==> src/rtl/ctrl_pkg.sv <==
// Shared encodings for the multi-cycle controller: opcodes, state codes,
// ALU operand/operation selects and the opcode-class decode.
package ctrl_pkg;

    localparam logic [6:0] OP_RTYPE = 7'b0110011;
    localparam logic [6:0] OP_ITYPE = 7'b0010011;
    localparam logic [6:0] OP_LD    = 7'b0000011;
    localparam logic [6:0] OP_SD    = 7'b0100011;
    localparam logic [6:0] OP_BEQ   = 7'b1100011;

    localparam logic [2:0] S_RST    = 3'd0;
    localparam logic [2:0] S_FETCH  = 3'd1;
    localparam logic [2:0] S_DECODE = 3'd2;
    localparam logic [2:0] S_EXEC   = 3'd3;
    localparam logic [2:0] S_MEM    = 3'd4;
    localparam logic [2:0] S_WB     = 3'd5;
    localparam logic [2:0] S_TRAP   = 3'd6;

    localparam logic [1:0] ALUOP_ADD    = 2'b00;
    localparam logic [1:0] ALUOP_SUB    = 2'b01;
    localparam logic [1:0] ALUOP_RFUNCT = 2'b10;
    localparam logic [1:0] ALUOP_IFUNCT = 2'b11;

    localparam logic [1:0] SRCB_RS2     = 2'b00;
    localparam logic [1:0] SRCB_FOUR    = 2'b01;
    localparam logic [1:0] SRCB_IMM     = 2'b10;
    localparam logic [1:0] SRCB_IMM_SH1 = 2'b11;

    typedef enum logic [2:0] {
        CLS_NONE,
        CLS_R,
        CLS_I,
        CLS_LD,
        CLS_SD,
        CLS_BEQ
    } op_class_e;

    function automatic op_class_e op_class(input logic [6:0] op, input logic en_itype);
        op_class_e c;
        case (op)
            OP_RTYPE: c = CLS_R;
            OP_ITYPE: c = en_itype ? CLS_I : CLS_NONE;
            OP_LD:    c = CLS_LD;
            OP_SD:    c = CLS_SD;
            OP_BEQ:   c = CLS_BEQ;
            default:  c = CLS_NONE;
        endcase
        return c;
    endfunction

endpackage

==> src/rtl/mem_wait_timer.sv <==
// Memory wait-state watchdog: down-counter reloaded on clear, flags expiry in
// the cycle that would reach MEM_TIMEOUT waiting cycles. MEM_TIMEOUT=0 never expires.
module mem_wait_timer #(
    parameter int unsigned MEM_TIMEOUT = 15
) (
    input  logic clk,
    input  logic rst_n,
    input  logic clr,
    input  logic cnt_en,
    output logic expired
);

    localparam int CW     = (MEM_TIMEOUT > 1) ? $clog2(MEM_TIMEOUT) : 1;
    localparam int LOAD_I = (MEM_TIMEOUT > 0) ? int'(MEM_TIMEOUT) - 1 : 0;
    localparam logic [CW-1:0] LOAD = CW'(LOAD_I);

    logic [CW-1:0] cnt_q, cnt_d;

    always_comb begin
        cnt_d = cnt_q;
        if (clr) begin
            cnt_d = LOAD;
        end else if (cnt_en && (cnt_q != '0)) begin
            cnt_d = cnt_q - CW'(1);
        end
    end

    always_ff @(posedge clk or negedge rst_n) begin
        if (!rst_n) begin
            cnt_q <= '0;
        end else begin
            cnt_q <= cnt_d;
        end
    end

    // Terminal count only matters while still waiting, so a ready in that cycle wins.
    assign expired = (MEM_TIMEOUT != 0) && cnt_en && (cnt_q == '0);

endmodule

==> src/rtl/multicycle_control_unit.sv <==
// Multi-cycle main controller for the RV64 subset datapath.
//   state  | meaning
//   RST    | post-reset idle, all outputs low
//   FETCH  | read instruction at PC, PC+4 on mem_ready
//   DECODE | latch opcode, compute branch target, legality check
//   EXEC   | ALU operation per opcode class; beq retires here
//   MEM    | ld/sd data access with wait states; sd retires here
//   WB     | register write-back; retires
//   TRAP   | illegal opcode or memory timeout, wait for trap_clr
module multicycle_control_unit
    import ctrl_pkg::*;
#(
    parameter int          ALUOP_W     = 2,
    parameter bit          EN_ITYPE    = 1'b1,
    parameter int unsigned MEM_TIMEOUT = 15,
    parameter int          CNT_W       = 32
) (
    input  logic               clk,
    input  logic               rst_n,
    input  logic [6:0]         opcode,
    input  logic               zero,
    input  logic               mem_ready,
    input  logic               trap_clr,
    output logic               MemRead,
    output logic               MemWrite,
    output logic               IorD,
    output logic               IRWrite,
    output logic               PCWrite,
    output logic               PCWriteCond,
    output logic               Branch,
    output logic               ALUSrcA,
    output logic [1:0]         ALUSrcB,
    output logic [ALUOP_W-1:0] ALUOp,
    output logic               MemtoReg,
    output logic               RegWrite,
    output logic               instr_done,
    output logic               trap,
    output logic [CNT_W-1:0]   retired_cnt
);

    logic [2:0]       state_q, state_d;
    logic [6:0]       op_q, op_d;
    logic [CNT_W-1:0] retired_cnt_q, retired_cnt_d;
    op_class_e        cls;
    logic             in_wait_state, tmr_clr, tmr_expired;

    assign cls           = op_class(op_q, EN_ITYPE);
    assign in_wait_state = (state_q == S_FETCH) || (state_q == S_MEM);
    // Reload on every state change so both FETCH and MEM start a fresh budget.
    assign tmr_clr       = (state_d != state_q) || !in_wait_state;

    mem_wait_timer #(.MEM_TIMEOUT(MEM_TIMEOUT)) u_timer (
        .clk     (clk),
        .rst_n   (rst_n),
        .clr     (tmr_clr),
        .cnt_en  (in_wait_state && !mem_ready),
        .expired (tmr_expired)
    );

    always_comb begin
        state_d     = state_q;
        op_d        = op_q;
        MemRead     = 1'b0;
        MemWrite    = 1'b0;
        IorD        = 1'b0;
        IRWrite     = 1'b0;
        PCWrite     = 1'b0;
        PCWriteCond = 1'b0;
        Branch      = 1'b0;
        ALUSrcA     = 1'b0;
        ALUSrcB     = SRCB_RS2;
        ALUOp       = '0;
        MemtoReg    = 1'b0;
        RegWrite    = 1'b0;
        instr_done  = 1'b0;
        trap        = 1'b0;
        case (state_q)
            S_RST: state_d = S_FETCH;
            S_FETCH: begin
                MemRead = 1'b1;
                ALUSrcB = SRCB_FOUR;
                ALUOp   = ALUOP_W'(ALUOP_ADD);
                if (mem_ready) begin
                    IRWrite = 1'b1;
                    PCWrite = 1'b1;
                    state_d = S_DECODE;
                end else if (tmr_expired) begin
                    state_d = S_TRAP;
                end
            end
            S_DECODE: begin
                ALUSrcB = SRCB_IMM_SH1;
                ALUOp   = ALUOP_W'(ALUOP_ADD);
                op_d    = opcode;
                state_d = (op_class(opcode, EN_ITYPE) == CLS_NONE) ? S_TRAP : S_EXEC;
            end
            S_EXEC: begin
                ALUSrcA = 1'b1;
                case (cls)
                    CLS_R: begin
                        ALUOp   = ALUOP_W'(ALUOP_RFUNCT);
                        state_d = S_WB;
                    end
                    CLS_I: begin
                        ALUSrcB = SRCB_IMM;
                        ALUOp   = ALUOP_W'(ALUOP_IFUNCT);
                        state_d = S_WB;
                    end
                    CLS_LD, CLS_SD: begin
                        ALUSrcB = SRCB_IMM;
                        ALUOp   = ALUOP_W'(ALUOP_ADD);
                        state_d = S_MEM;
                    end
                    CLS_BEQ: begin
                        ALUOp       = ALUOP_W'(ALUOP_SUB);
                        Branch      = 1'b1;
                        PCWriteCond = zero;
                        instr_done  = 1'b1;
                        state_d     = S_FETCH;
                    end
                    default: begin
                        ALUSrcA = 1'b0;
                        state_d = S_TRAP;
                    end
                endcase
            end
            S_MEM: begin
                IorD     = 1'b1;
                MemRead  = (cls == CLS_LD);
                MemWrite = (cls != CLS_LD);
                if (mem_ready) begin
                    if (cls == CLS_LD) begin
                        state_d = S_WB;
                    end else begin
                        instr_done = 1'b1;
                        state_d    = S_FETCH;
                    end
                end else if (tmr_expired) begin
                    state_d = S_TRAP;
                end
            end
            S_WB: begin
                RegWrite   = 1'b1;
                MemtoReg   = (cls == CLS_LD);
                instr_done = 1'b1;
                state_d    = S_FETCH;
            end
            S_TRAP: begin
                trap = 1'b1;
                if (trap_clr) begin
                    state_d = S_FETCH;
                end
            end
            default: state_d = S_RST;
        endcase
    end

    assign retired_cnt_d = instr_done ? retired_cnt_q + CNT_W'(1) : retired_cnt_q;
    assign retired_cnt   = retired_cnt_q;

    always_ff @(posedge clk or negedge rst_n) begin
        if (!rst_n) begin
            state_q       <= S_RST;
            op_q          <= '0;
            retired_cnt_q <= '0;
        end else begin
            state_q       <= state_d;
            op_q          <= op_d;
            retired_cnt_q <= retired_cnt_d;
        end
    end

endmodule
==> config.mk <==
export PLATFORM = sky130hd
export DESIGN_NAME = multicycle_control_unit
export DESIGN_NICKNAME = d
export VERILOG_FILES = /design/src/rtl/ctrl_pkg.sv /design/src/rtl/mem_wait_timer.sv /design/src/rtl/multicycle_control_unit.sv
export SDC_FILE = /design/constraint.sdc
export NUM_CORES = 1
export LEC_CHECK = 0
export ABC_AREA = 1
export ABC_CLOCK_PERIOD_IN_PS = 4100
export CORE_ASPECT_RATIO = 0.5
export CORE_MARGIN = 4
export CORE_UTILIZATION = 52
export CTS_CLUSTER_DIAMETER = 80
export DETAILED_ROUTE_END_ITERATION = 8
export PLACE_DENSITY = 0.8
export SLEW_MARGIN = 10
export SYNTH_ARGS = -nofsm -noshare
export SYNTH_HDL_FRONTEND = slang
export SYNTH_SLANG_ARGS = --single-unit
==> constraint.sdc <==
create_clock -name clk -period 4.1 [get_ports clk]
set_input_delay 0.82 -clock clk [delete_from_list [all_inputs] [get_ports clk]]
set_output_delay 0.82 -clock clk [all_outputs]
set_load 0.005 [all_outputs]
== After elaboration in Yosys (flattened, before gate mapping) ==
Index checks and enable logic that the tools add are counted.

* Flip-flop bits (word level): 46
* Latch bits: 0
* RAM bits: 0
* Bits in read-only memories: 0
* Input bits: 12
* Output and inout bits: 48
* Memories: 0

* Add/sub/neg operators: 2
* Multiply operators: 0
* Divide/modulo/power cells: 0
* $lt $le $gt $ge: 0
* Equal/unequal tests: 23
* Shift operators: 0
* Multiplexer cells: 34
* Bitwise gates (word level): 0
* Reductions and logical operators: 17

{| class="wikitable"
|+ Operators with widths
! cell !! count
|-
| adder 32 x 1 -> 32 bit (second input constant) || 1
|-
| one-hot mux 3 bit (5 select lines) || 2
|-
| == test 7 x 6 -> 1 bit (second input constant) || 4
|-
| 2-to-1 mux 3 bit || 7
|-
| one-hot mux 3 bit (6 select lines) || 1
|-
| == test 3 bit (second input constant) || 5
|-
| 2-to-1 mux 1 bit || 15
|-
| == test 7 x 2 -> 1 bit (second input constant) || 2
|-
| == test 7 x 5 -> 1 bit (second input constant) || 2
|-
| == test 7 bit (second input constant) || 2
|-
| == test 3 x 2 -> 1 bit (second input constant) || 4
|-
| one-hot mux 2 bit (3 select lines) || 2
|-
| one-hot mux 3 bit (3 select lines) || 1
|-
| 2-to-1 mux 4 bit || 2
|-
| == test 3 x 1 -> 1 bit (second input constant) || 2
|-
| logical NOT 3 bit || 2
|-
| OR reduction 2 bit || 3
|-
| OR reduction 5 bit || 1
|-
| logical NOT 4 bit || 1
|-
| 2-to-1 mux 2 bit || 2
|-
| nonzero test 4 bit || 1
|-
| subtractor 4 x 1 -> 4 bit (second input constant) || 1
|-
| logical AND 1 bit || 3
|-
| inequality test 3 x 2 -> 1 bit (second input constant) || 1
|-
| 7 further kinds || 9
|}

== Depth between registers and ports, before layout ==
* Depth in word-level cells: 10
* Gate-level depth with buffers: 10
* Gate-level depth less buffers: 10

== Cells and area by module ==
From an unflattened synthesis, not the netlist that was laid out.

* Cells, all modules: 475
* Area total of the unflattened synthesis: 3115.5 um^2

{| class="wikitable"
|+ Modules (own cells, without submodules)
! module !! times used !! cells each !! area each (um^2) !! seq. area each (um^2)
|-
| multicycle_control_unit || 1 || 442 || 2855.2 || 1051.0
|-
| mem_wait_timer || 1 || 33 || 260.2 || 100.1
|}

== Worst setup path before layout ==
OpenSTA, ideal clock, no wires.

* Path kind: input port to output port
* Start: input mem_ready
* End: output instr_done
* Data arrival time: 1146 ps
* Slack: 2134 ps
* Cell stages on the path: 3
* Path buffers: 1
* Cell sequence: nand3_4 > nand2_8 > buf_6

* Word-level cells in the longest chain between the ends: 2

{| class="wikitable"
|+ Ends and longest elaborated chain
! element !! line !! RTL
|-
| start, declared || multicycle_control_unit.sv:22 || <nowiki>input logic mem_ready,</nowiki>
|-
| 2-to-1 mux 1 bit || multicycle_control_unit.sv:131 || <nowiki>if (mem_ready) begin</nowiki>
|-
| one-hot mux 1 bit (3 select lines) || multicycle_control_unit.sv:77 || <nowiki>case (state_q)</nowiki>
|-
| end, declared || multicycle_control_unit.sv:36 || <nowiki>output logic instr_done,</nowiki>
|}

Every way passes these cells.

== Worst setup path after layout ==
Ends and elaborated chain as after synthesis.

==> results.ini <==
[synthesis]
post_synth_instance_area_mm2=0.003108
postSynthCellCount=477
synth_flop_cell=dfrtp_1
mean_cell_area_of_the_mapped_netlist_um2=6.516
ys_seq_area_frac=0.3704
post_synthesis_async_set_or_reset_flop_share=1.000
number_of_synthesis_warnings=0
synth_cell_types=28
synth_seq_cells=46
post_synth_net_total=491
synth-edff-count=0

[power]
power_leakage_nw=1.825
power_per_cell_area_mw_per_mm2=411.0
peakVddDrop_mv=0.3385

[cells_and_area]
multi_input_comb_area_mm2=0.001685
layout-area-overhead-vs-synth_pct=24.28
fillCellCount=501
design.final.nets=547
diodes=0
register_area_mm2=0.001151
drive_above_1_share=0.05618

[floorplanning]
chipWidth_um=117.3
ioPinCount=60
start_util=0.5516
fp.dieArea_mm2=0.007353
core_area_mm2=0.005634
chipHeight_um=62.67
core.rowCount=19

[timing]
hold_violations=0
report.final.slew_viol_count=0
max_clock_freq_ghz=0.3179
grt_setup_unrepaired=false
period_needed_ps=3146
setup_viol=0
timing.setup.tns_ps=0
worstMarginPinSlew_ps=1035
slew-limit-headroom=0.3100
timing.final.crit_share=0.7673
finalWorstSetupSlack_ps=954.2
final.setup_skew_ps=5.651

[setup_path]
worstSetupEndpointType=output pin
critical_path_class=primary input to output pin
worst-endpoint-required_ps=3280
start_kind=primary input
critical_path_peak_fanout=33
arrival_ps=2330

[clocking]
hold_fix_buffers_cts=0
cts.sinks=46
cts_buffers=5
ctsRootBufferMaster=clkbuf_16
clkLatencyLatePin_ps=290
post-cts-setup-buffer-count=0
clock_tree_from_tritoncts=done
postCtsResizedCells=0
clk_transition_reported_paths_ps=60
clock_tree_buffer_depth=2
htree_num_levels=2

[placed_design]
dp.final_hpwl_um=5646
routabilityCongestion=0.9478
detailedPlace.worstSlack_ps=967.8
portBuffers=59

[grt]
global_route.overflow_total=0
pin_count_of_the_biggest_net_entering_global_routing=47
globalRouteTotalUtil=0.2235
via_count_of_the_first_global_routing_pass=3023
global_route_wire_length_before_repair_um=13840
grt_antenna_before_repair=0

[drt]
total_number_of_vias=3143
via_per_inst=5.178
drt_iter0_drc=293
dr.pass1.iters=4
overall_routed_net_length_um=7693
drt_drc_violations_left=0
wl_per_cell_um=12.67
antenna_left=0

[job]
cap_viol_max_count=0

[hold_path]
holdCritPathClass=register to register

[run_status]
result_of_the_run=complete, no violations

==> report_power, final <==
| part | internal, mW | leakage [nW] | switching [mW] | total (mW) |
|---|---|---|---|---|
| combinational | 0.225 | 1.15 | 0.338 | 0.563 |
| sequential | 0.529 | 0.606 | 0.0812 | 0.611 |
| clock | 0.242 | 0.0729 | 0.172 | 0.414 |
==> routing by layer <==
layer  wire, um  vias up  track usage  part of all wire
met5          0        -            0                 0
met4         38        0      0.03655            0.0049
met3        574        4      0.04521             0.075
met2       3490      100       0.3649              0.45
met1       3590     1450       0.3143              0.47
li1           -     1589            -                 -
==> layout make-up <==
cell class,instances,area share
Timing Repair Buffer,60,0.1535
Clock inverter,2,0.003239
Inverter,50,0.04924
Tap cell,73,0.02365
Sequential cell,46,0.2980
Multi-Input combinational cell,370,0.4363
Clock buffer,6,0.03596
==> sequential cells by signal, indices dropped and copies added, names as in the netlist <==
signal,flops
state_q,3
op_q,7
retired_cnt,32
u_timer.cnt_q,4
==> final timing paths <==
path | startpoint | end | slack (ps) | depth (start not counted)
max | mem_ready | instr_done | 950 | 4
min | u_timer.cnt_q[0] | u_timer.cnt_q[0] | 450 | 1
max reg2reg | retired_cnt[0] | retired_cnt[30] | 2310 | 10
min reg2reg | u_timer.cnt_q[0] | u_timer.cnt_q[0] | 450 | 1
max in group asynchronous | rst_n | retired_cnt[8] | 2750 | 1
min in group asynchronous | rst_n | op_q[0] | 710 | 1
==> metrics by stage <==
step                      instance area [um^2]  cells  hold slack [ps]  power, mW  utilization
after floorplan                           3108    477            408.8     0.9978            -
after global routing                      3862    607            473.9      1.702       0.6855
after global placement                    3711    599            425.0      1.164       0.6587
after detailed placement                  3711    599            437.1      1.179       0.6587
final                                     3862    607            446.5      1.588       0.6855
after CTS                                 3862    607            445.3      1.594       0.6855
==> layout by cell type, fill, tap and decap left out, types with 2 or more instances in the layout <==
cell	synthesis	layout
nor2_1	58	58
clkdlybuf4s50_1	0	58
ha_1	2	2
or2_2	2	2
o21ai_0	8	8
clkbuf_16	0	5
nand3_1	58	58
xor2_1	9	9
inv_2	3	3
nand3_2	2	2
xnor2_1	4	4
a21oi_1	5	5
nand4_1	2	2
dfrtp_1	46	46
nor2_4	3	3
inv_1	46	46
nand2_2	5	5
nand2_1	199	199
nor3_1	6	6
==> synth_stat cells (all sizes together), types with 2 or more instances <==
| library cell | number | share of area |
|---|---|---|
| nand2 | 205 | 0.26 |
| nand3 | 61 | 0.11 |
| nor2 | 61 | 0.081 |
| inv | 50 | 0.061 |
| dfrtp | 46 | 0.37 |
| buf | 11 | 0.026 |
| xor2 | 9 | 0.025 |
| o21ai | 8 | 0.013 |
| nor3 | 7 | 0.015 |
| a21oi | 5 | 0.0081 |
| xnor2 | 4 | 0.011 |
| ha | 2 | 0.0081 |
| nand4 | 2 | 0.0040 |
| or2 | 2 | 0.0040 |
==> worst max-delay path, cell delays in order <==
cell             delay [ps]
clkdlybuf4s50_1         610
nand3_4                 140
nand2_8                 210
clkdlybuf4s50_1         540
==> cells by family after synthesis <==
group | synth area share
muxes | 0.003623
AOI/OAI and AO/OA | 0.02577
xor gates and xnor gates | 0.03663
and+or+nand+nor | 0.4682
DFF | 0.3704
adders and majority gates | 0.008050
buffers and inverters | 0.08736
Power figures use the tool's default switching activity.
